[src/rtl/alu_seq_pkg.sv]
// Shared types and constants for the ALU operation sequencer.
// Optional statistics counters are enabled with ALU_SEQ_STATS_EN.
package alu_seq_pkg;

  localparam logic [1:0] OP_ADD = 2'b00;
  localparam logic [1:0] OP_SUB = 2'b01;
  localparam logic [1:0] OP_CMP = 2'b10;
  localparam logic [1:0] OP_AND = 2'b11;

  localparam int FLG_GT = 2;
  localparam int FLG_EQ = 1;
  localparam int FLG_LT = 0;

  typedef enum logic [1:0] {
    IDLE,
    DRIVE,
    CAPTURE,
    RESPOND
  } state_e;

endpackage

[src/rtl/alu_rsp_format.sv]
// Combinational normalisation of raw ALU outputs into response data/flags.
// Undriven bit 4 of the subtract and AND results is masked here.
module alu_rsp_format
  import alu_seq_pkg::*;
(
  input  logic [1:0] op,
  input  logic [4:0] alu_result1,
  input  logic [4:0] alu_result2,
  input  logic       alu_equal,
  input  logic       alu_greater,
  input  logic       alu_lesser,
  input  logic [4:0] alu_result4,
  output logic [4:0] data,
  output logic [2:0] flags
);

  logic unused_hi;
  assign unused_hi = alu_result2[4] ^ alu_result4[4];

  always_comb begin
    data  = '0;
    flags = '0;
    unique case (1'b1)
      op == OP_ADD: data = alu_result1;
      op == OP_SUB: data = {1'b0, alu_result2[3:0]};
      op == OP_CMP: begin
        flags[FLG_GT] = alu_greater;
        flags[FLG_EQ] = alu_equal;
        flags[FLG_LT] = alu_lesser;
      end
      op == OP_AND: data = {1'b0, alu_result4[3:0]};
      default: ;
    endcase
  end

endmodule

[src/rtl/alu_op_sequencer.sv]
// Command/response front end for the 4-bit four-function ALU.
// Define ALU_SEQ_STATS_EN to add saturating stat_ops/stat_carry counters.
module alu_op_sequencer
  import alu_seq_pkg::*;
#(
  parameter int SETTLE_CYCLES = 1
) (
  input  logic       clk,
  input  logic       rst,
  input  logic       cmd_valid,
  output logic       cmd_ready,
  input  logic [1:0] cmd_op,
  input  logic [3:0] cmd_a,
  input  logic [3:0] cmd_b,
  output logic       alu_select0,
  output logic       alu_select1,
  output logic [3:0] alu_bit1,
  output logic [3:0] alu_bit2,
  input  logic [4:0] alu_result1,
  input  logic [4:0] alu_result2,
  input  logic       alu_equal,
  input  logic       alu_greater,
  input  logic       alu_lesser,
  input  logic [4:0] alu_result4,
  output logic       rsp_valid,
  input  logic       rsp_ready,
  output logic [1:0] rsp_op,
  output logic [4:0] rsp_data,
  output logic [2:0] rsp_flags
`ifdef ALU_SEQ_STATS_EN
  ,
  output logic [7:0] stat_ops,
  output logic [7:0] stat_carry
`endif
);

  localparam int CW =
    (SETTLE_CYCLES > 1) ? $clog2(SETTLE_CYCLES) : 1;
  localparam logic [CW-1:0] CNT_LAST =
    CW'(SETTLE_CYCLES - 1);

  state_e state_q, state_d;
  logic [CW-1:0] cnt_q, cnt_d;
  logic [1:0] op_q;
  logic [3:0] a_q, b_q;
  logic       rsp_valid_q;
  logic [1:0] rsp_op_q;
  logic [4:0] rsp_data_q;
  logic [2:0] rsp_flags_q;

  logic       accept;
  logic       rsp_hs;
  logic       driving;
  logic [4:0] fmt_data;
  logic [2:0] fmt_flags;

  // cmd_ready is gated by rst so it reads 0 while reset is held
  assign cmd_ready = (state_q == IDLE) && !rst;
  assign accept    = cmd_valid && cmd_ready;
  assign rsp_hs    = rsp_valid_q && rsp_ready;
  assign driving   = (state_q == DRIVE) ||
                     (state_q == CAPTURE);

  assign alu_select0 = driving ? op_q[0] : 1'b0;
  assign alu_select1 = driving ? op_q[1] : 1'b0;
  assign alu_bit1    = driving ? a_q : 4'd0;
  assign alu_bit2    = driving ? b_q : 4'd0;

  assign rsp_valid = rsp_valid_q;
  assign rsp_op    = rsp_op_q;
  assign rsp_data  = rsp_data_q;
  assign rsp_flags = rsp_flags_q;

  alu_rsp_format u_fmt (
    .op          (op_q),
    .alu_result1 (alu_result1),
    .alu_result2 (alu_result2),
    .alu_equal   (alu_equal),
    .alu_greater (alu_greater),
    .alu_lesser  (alu_lesser),
    .alu_result4 (alu_result4),
    .data        (fmt_data),
    .flags       (fmt_flags)
  );

  always_comb begin
    state_d = state_q;
    cnt_d   = cnt_q;
    unique case (1'b1)
      state_q == IDLE: begin
        cnt_d = '0;
        if (accept) state_d = DRIVE;
      end
      state_q == DRIVE: begin
        if (cnt_q == CNT_LAST) begin
          cnt_d   = '0;
          state_d = CAPTURE;
        end else begin
          cnt_d = cnt_q + 1'b1;
        end
      end
      state_q == CAPTURE: state_d = RESPOND;
      state_q == RESPOND: begin
        if (rsp_ready) state_d = IDLE;
      end
      default: state_d = IDLE;
    endcase
  end

  always_ff @(posedge clk or posedge rst) begin
    if (rst) begin
      state_q     <= IDLE;
      cnt_q       <= '0;
      op_q        <= '0;
      a_q         <= '0;
      b_q         <= '0;
      rsp_valid_q <= 1'b0;
      rsp_op_q    <= '0;
      rsp_data_q  <= '0;
      rsp_flags_q <= '0;
    end else begin
      state_q <= state_d;
      cnt_q   <= cnt_d;
      if (accept) begin
        op_q <= cmd_op;
        a_q  <= cmd_a;
        b_q  <= cmd_b;
      end
      if (state_q == CAPTURE) begin
        rsp_valid_q <= 1'b1;
        rsp_op_q    <= op_q;
        rsp_data_q  <= fmt_data;
        rsp_flags_q <= fmt_flags;
      end else if (rsp_hs) begin
        rsp_valid_q <= 1'b0;
      end
    end
  end

`ifdef ALU_SEQ_STATS_EN
  logic [7:0] stat_ops_q, stat_carry_q;

  assign stat_ops   = stat_ops_q;
  assign stat_carry = stat_carry_q;

  always_ff @(posedge clk or posedge rst) begin
    if (rst) begin
      stat_ops_q   <= '0;
      stat_carry_q <= '0;
    end else if (rsp_hs) begin
      if (stat_ops_q != 8'hFF)
        stat_ops_q <= stat_ops_q + 8'd1;
      if (rsp_op_q == OP_ADD && rsp_data_q[4] &&
          stat_carry_q != 8'hFF)
        stat_carry_q <= stat_carry_q + 8'd1;
    end
  end
`endif

endmodule
[config.mk]
export PLATFORM = sky130hd
export DESIGN_NAME = alu_op_sequencer
export DESIGN_NICKNAME = d
export VERILOG_FILES = /design/src/rtl/alu_seq_pkg.sv /design/src/rtl/alu_rsp_format.sv /design/src/rtl/alu_op_sequencer.sv
export SDC_FILE = /design/constraint.sdc
export NUM_CORES = 1
export LEC_CHECK = 0
export BUFFER_PORTS_ARGS = -buffer_cell sky130_fd_sc_hd__buf_2
export CAP_MARGIN = 40
export CORE_ASPECT_RATIO = 0.6
export CORE_UTILIZATION = 45
export CTS_CLUSTER_DIAMETER = 60
export DETAILED_ROUTE_END_ITERATION = 8
export GPL_TIMING_DRIVEN = 0
export PLACE_DENSITY = 0.78
export RECOVER_POWER = 100
export SETUP_SLACK_MARGIN = 0.2
export SKIP_CTS_REPAIR_TIMING = 1
export SYNTH_ARGS = -nofsm -noshare
export SYNTH_HDL_FRONTEND = slang
export SYNTH_SLANG_ARGS = --single-unit
[constraint.sdc]
create_clock -name clk -period 1.7 [get_ports clk]
set_clock_uncertainty 0.15 [all_clocks]
set_input_delay 0.17 -clock clk [delete_from_list [all_inputs] [get_ports clk]]
set_output_delay 0.17 -clock clk [all_outputs]
set_load 0.01 [all_outputs]
# [After elaboration in Yosys (flattened, before gate mapping)]
# Index checks and enable logic that the tools add are counted.
[totals] register_bits=24 latch_bits=0 mem_bits_rw=0 romBits=0 input_bits=32 output_inout_bits=22 elab_cells=43 memories=0
[classes] addsub=1 mul=0 div_mod_pow=0 magnitude_cmp=0 eq_ne=9 shift=0 mux=14 bitwise_logic=0 reduce_logical=10
[ops] operator="$pmux 5 s3" n=1
[ops] operator="$eq 2x2->1 const B" n=4
[ops] operator="$mux 4" n=2
[ops] operator="$pmux 2 s4" n=1
[ops] operator="$mux 2" n=3
[ops] operator="$ne 2x2->1 const B" n=3
[ops] operator="$mux 1" n=5
[ops] operator="$eq 2x1->1 const B" n=2
[ops] operator="$logic_not 2->1" n=2
[ops] operator="$reduce_bool 2->1" n=2
[ops] operator="$logic_and 1x1->1" n=3
[ops] operator="$mux 3" n=1
[ops] operator="$reduce_and 3->1" n=1
[ops] operator="$pmux 1 s2" n=1
[ops] operator="$add 1x1->1 const B" n=1
[ops] operator="$logic_not 1->1" n=1
[ops] operator="$logic_or 1x1->1" n=1

# [Logic depth before layout (Yosys ltp)]
[logic_depth] depth_word=5 ltp_mapped=5

# [Modules after synthesis]
# Synthesis repeated with hierarchy kept, for this count alone.
[hier_totals] cells_unflattened=90 hier_area_um2=1156.1
[by_module_without_submodules] module="alu_op_sequencer" instances=1 cells_each=71 area_each_um2=1017.2 seq_area_each_um2=575.6
[by_module_without_submodules] module="alu_rsp_format" instances=1 cells_each=19 area_each_um2=138.9 seq_area_each_um2=0.0

# [Least setup slack after synthesis]
# No wires, ideal clock.
[synth_path] path_type="register to register" start="reg state_q[0]" end="reg a_q[0]" setup_time_ps=125 arrival_ps=1240 path_slack_ps=185 path_stages_with_launch=6 path_buffers=0 period_less_slack_ps=1515 path_cell_list="dfrtp_1 > inv_1 > ha_1 > nor2b_4 > nand2_4 > mux2_2"
[synth_via] elab_chain_len=3
[synth_rtl] element="start: declaration" line="alu_op_sequencer.sv:42" source="state_e state_q, state_d;"
[synth_rtl] element="start signal: assignment" line="alu_op_sequencer.sv:122" source="state_q <= state_d;"
[synth_rtl] element="$logic_not 2->1" line="alu_op_sequencer.sv:58" source="assign cmd_ready = (state_q == IDLE) && !rst;"
[synth_rtl] element="$logic_and 1x1->1" line="alu_op_sequencer.sv:58"
[synth_rtl] element="named net cmd_ready" line="alu_op_sequencer.sv:11" source="output logic cmd_ready,"
[synth_rtl] element="$logic_and 1x1->1" line="alu_op_sequencer.sv:59" source="assign accept = cmd_valid && cmd_ready;"
[synth_rtl] element="end signal: assignment" line="alu_op_sequencer.sv:126" source="a_q <= cmd_a;"
[synth_rtl] element="end: declaration" line="alu_op_sequencer.sv:45" source="logic [3:0] a_q, b_q;"
# The timed path passes the listed nets, and every way through them passes these cells.
# A chain may end at the register's enable or synchronous reset.

# [Worst setup path after layout]
[layout_path] start="reg state_q[0]" end="out alu_bit1[3]"
[layout_via] elab_chain_len=3 elab_cells_between_ends=4
[layout_rtl] element="$eq 2x1->1 or $eq 2x2->1 (tied branches)" line="alu_op_sequencer.sv:61, alu_op_sequencer.sv:62"
[layout_rtl] element="$logic_or 1x1->1 (*)" line="alu_op_sequencer.sv:61" source="assign driving = (state_q == DRIVE) ||"
[layout_rtl] element="$mux 4 (*)" line="alu_op_sequencer.sv:66" source="assign alu_bit1 = driving ? a_q : 4'd0;"
[layout_rtl] element="end: declaration" line="alu_op_sequencer.sv:17" source="output logic [3:0] alu_bit1,"
# Every way passes the cells marked *; elsewhere a longest branch is shown, timed or not.

==> results_dict.tcl <==
set metrics [dict create \
    final_net_count 207 \
    violations "negative hold slack, negative setup slack" \
    fin_crit_sh 1.04 \
    share_of_layout_cells_above_drive_strength_1 0.518 \
    power_leakage_nw 0.894 \
    cts-htree-levels 1 \
    floorplan.rows 13 \
    syn_inst 96 \
    drtIter0Drc 25 \
    min_path_type "in2reg" \
    crit_fanout 5 \
    antennaDiodeCount 0 \
    largest_net_degree_at_the_start_of_global_routing 15 \
    clk_pin_slew_worst_paths_ns 0.08 \
    finalMaxSlewViolations 0 \
    synthToLayoutAreaGrowth_pct 58.2 \
    drcViolationCount 0 \
    clock_latency_ns 0.26 \
    cts_made_buffers 3 \
    setup-violations-final 10 \
    core_region_area_sq_um 2260 \
    finalNonFillerCells 200 \
    numPortBuffers 51 \
    route.detailed.vias_per_inst 5.06 \
    worstMarginPinSlew_ns 0.450 \
    grt_pass1_wl_um 3580 \
    internal-power_w 0.00228 \
    max_cap_violations 0 \
    post_synth_instance_area_sq_um 1130 \
    overall_track_demand_over_capacity_in_global_routing 0.190 \
    ys_warn_count 0 \
    setup_slack_ns -0.0692 \
    yosys.cell_types.count 23 \
    synth_sequential_area_ratio 0.511 \
    power.combinational.fraction 0.636 \
    power.switching_fraction 0.371 \
    ff_latch_count_synth 23 \
    drt_pre_antenna_iters 4 \
    powerDensity_nw_per_um2 2040 \
    place_inst 178 \
    sum_of_routed_wire_length_over_all_layers_um 3450 \
    timing.critical_path.to_type "output port" \
    tritoncts "built" \
    dp_worst_setup_slack_ns 0.0173 \
    fin_setup_tns_ns -0.337 \
    rsz_0062_raised_after_global_routing "true" \
    relSlewSlack 0.700 \
    max_freq_mhz 565 \
    globalplace.congestion 0.726 \
    design.die.area_sq_um 2710 \
    io-pin-count 54 \
    power_w 0.00363 \
    required_ns 1.38 \
    cts_num_sinks 23 \
    worst_setup_path_start_kind "flop" \
    place_hpwl_um 1910 \
    clockRootBuffer "sky130_fd_sc_hd__clkbuf_8" \
    min_period_ns 1.77 \
    die_h_um 40.8 \
    status "complete, but fails checks" \
    net-switching-power_w 0.00135 \
    synth_area_per_cell_sq_um 11.7 \
    vias 1011 \
    clock_power_share 0.094 \
    p_seq_frac 0.270 \
    mostFrequentLayoutCells "sky130_fd_sc_hd__buf_2, sky130_fd_sc_hd__dfrtp_1, sky130_fd_sc_hd__buf_6, sky130_fd_sc_hd__clkbuf_1" \
    grt_overflow 0 \
    postRouteAntennaNets 0 \
    timing.setup.critical_path_class "reg2out" \
    die_w_um 66.6 \
    grt_pass1_vias 809 \
    clock_tree.buffer_depth 2 \
    power.ir.vdd_worst_mv 1.25 \
    holdWs_ns -0.00897 \
    layout_commonest_cell "sky130_fd_sc_hd__buf_2" \
    mappedNetlistNets 132 \
    timing.critical_path.arrival_ns 1.45 \
    wl_per_cell_um 17.3 \
    number_of_antenna_violations_at_the_first_check_in_global_routing 0 \
    timing_hold_violations_final 1 \
    effective_utilization_at_floorplan 0.498 \
]
==> critical path, cell delays in order, from the launching register on <==
cell and delay [ns]:
sky130_fd_sc_hd__dfrtp_1 0.42, sky130_fd_sc_hd__inv_2 0.08, sky130_fd_sc_hd__ha_4 0.30, sky130_fd_sc_hd__buf_6 0.12, sky130_fd_sc_hd__and2_1 0.13, sky130_fd_sc_hd__buf_2 0.13
==> final cells by class <==
class / instances / area [sq um]
Tap cell: 30 / 37.5
Clock buffer: 3 / 41.3
Inverter: 8 / 30.0
Multi-Input combinational cell: 60 / 576
Clock inverter: 1 / 5.00
Sequential cell: 23 / 576
Fill cell: 139 / 479
Timing Repair Buffer: 70 / 474
Buffer: 5 / 42.5
==> worst paths after layout <==
path	start	endpoint	slack (ns)	depth (start not counted)
setup reg to reg	state_q[0]	a_q[3]	0.06	5
hold reg to reg	rsp_valid	rsp_valid	0.34	1
setup / recovery	state_q[0]	alu_bit1[3]	-0.07	5
min in group asynchronous	rst	a_q[0]	0.33	3
hold / removal	alu_result1[4]	rsp_data[4]	-0.009	3
max in group asynchronous	rst	rsp_data[0]	0.39	4
==> cell usage after synthesis <==
cell type	count	share of area
sky130_fd_sc_hd__buf_6	1	0.010
sky130_fd_sc_hd__a22oi_1	4	0.027
sky130_fd_sc_hd__nand2_1	3	0.010
sky130_fd_sc_hd__mux2_2	16	0.16
sky130_fd_sc_hd__mux2_4	1	0.013
sky130_fd_sc_hd__clkbuf_1	2	0.0067
sky130_fd_sc_hd__and2_1	10	0.056
sky130_fd_sc_hd__o21ai_0	1	0.0044
sky130_fd_sc_hd__dfrtp_1	23	0.51
sky130_fd_sc_hd__nor2b_4	1	0.012
sky130_fd_sc_hd__a21o_1	1	0.0067
sky130_fd_sc_hd__nand3_1	1	0.0044
sky130_fd_sc_hd__a21oi_1	4	0.018
sky130_fd_sc_hd__o22ai_1	3	0.017
sky130_fd_sc_hd__o21bai_1	1	0.0067
sky130_fd_sc_hd__nand2b_1	2	0.011
sky130_fd_sc_hd__buf_2	2	0.0089
sky130_fd_sc_hd__a22oi_2	1	0.011
sky130_fd_sc_hd__nor2_1	5	0.017
sky130_fd_sc_hd__ha_1	4	0.044
sky130_fd_sc_hd__nand2_4	1	0.010
sky130_fd_sc_hd__inv_1	8	0.027
sky130_fd_sc_hd__mux2i_1	1	0.0089
==> kinds of logic after synthesis <==
group | synth area share
fa+ha+maj | 0.0444
compound gates | 0.0900
buf+inv | 0.0522
mux | 0.182
simple gates | 0.120
flops | 0.511
==> per-layer routing <==
metal	global-route usage	wire length, um	vias to the layer above
met4	0.0479	94	0
met3	0.0528	198	10
li1	-	-	468
met1	0.227	1380	481
met2	0.351	1780	52
met5	0	0	-
==> power by group through the flow <==
| stage | registers, W | logic (W) | clock network (W) |
|---|---|---|---|
| after global placement | 0.000931 | 0.00143 | 0 |
| after floorplan | 0.000977 | 0.000954 | 0 |
| after CTS | 0.000941 | 0.00151 | 0.000341 |
| after detailed placement | 0.000951 | 0.00151 | 0 |
| after global routing | 0.000998 | 0.00245 | 0.000364 |
| final | 0.000979 | 0.00231 | 0.000341 |
==> stage by stage <==
| stage | utilization | area [sq um] | hold WS, ns |
|---|---|---|---|
| 2_1_floorplan | - | 1130 | 0.0219 |
| 3_3_place_gp | 0.629 | 1420 | 0.252 |
| 3_5_place_dp | 0.635 | 1440 | 0.0703 |
| 4_1_cts | 0.656 | 1480 | -0.215 |
| 5_1_grt | 0.788 | 1780 | 0.00167 |
| 6_report | 0.788 | 1780 | -0.00897 |
==> state kept, by name, summed over array words and instances, names as in the netlist <==
name,count
rsp_op,2
rsp_flags,3
rsp_valid,1
a_q,4
b_q,4
state_q,2
rsp_data,5
op_q,2
Note: power is estimated with default switching activity, not from simulation.
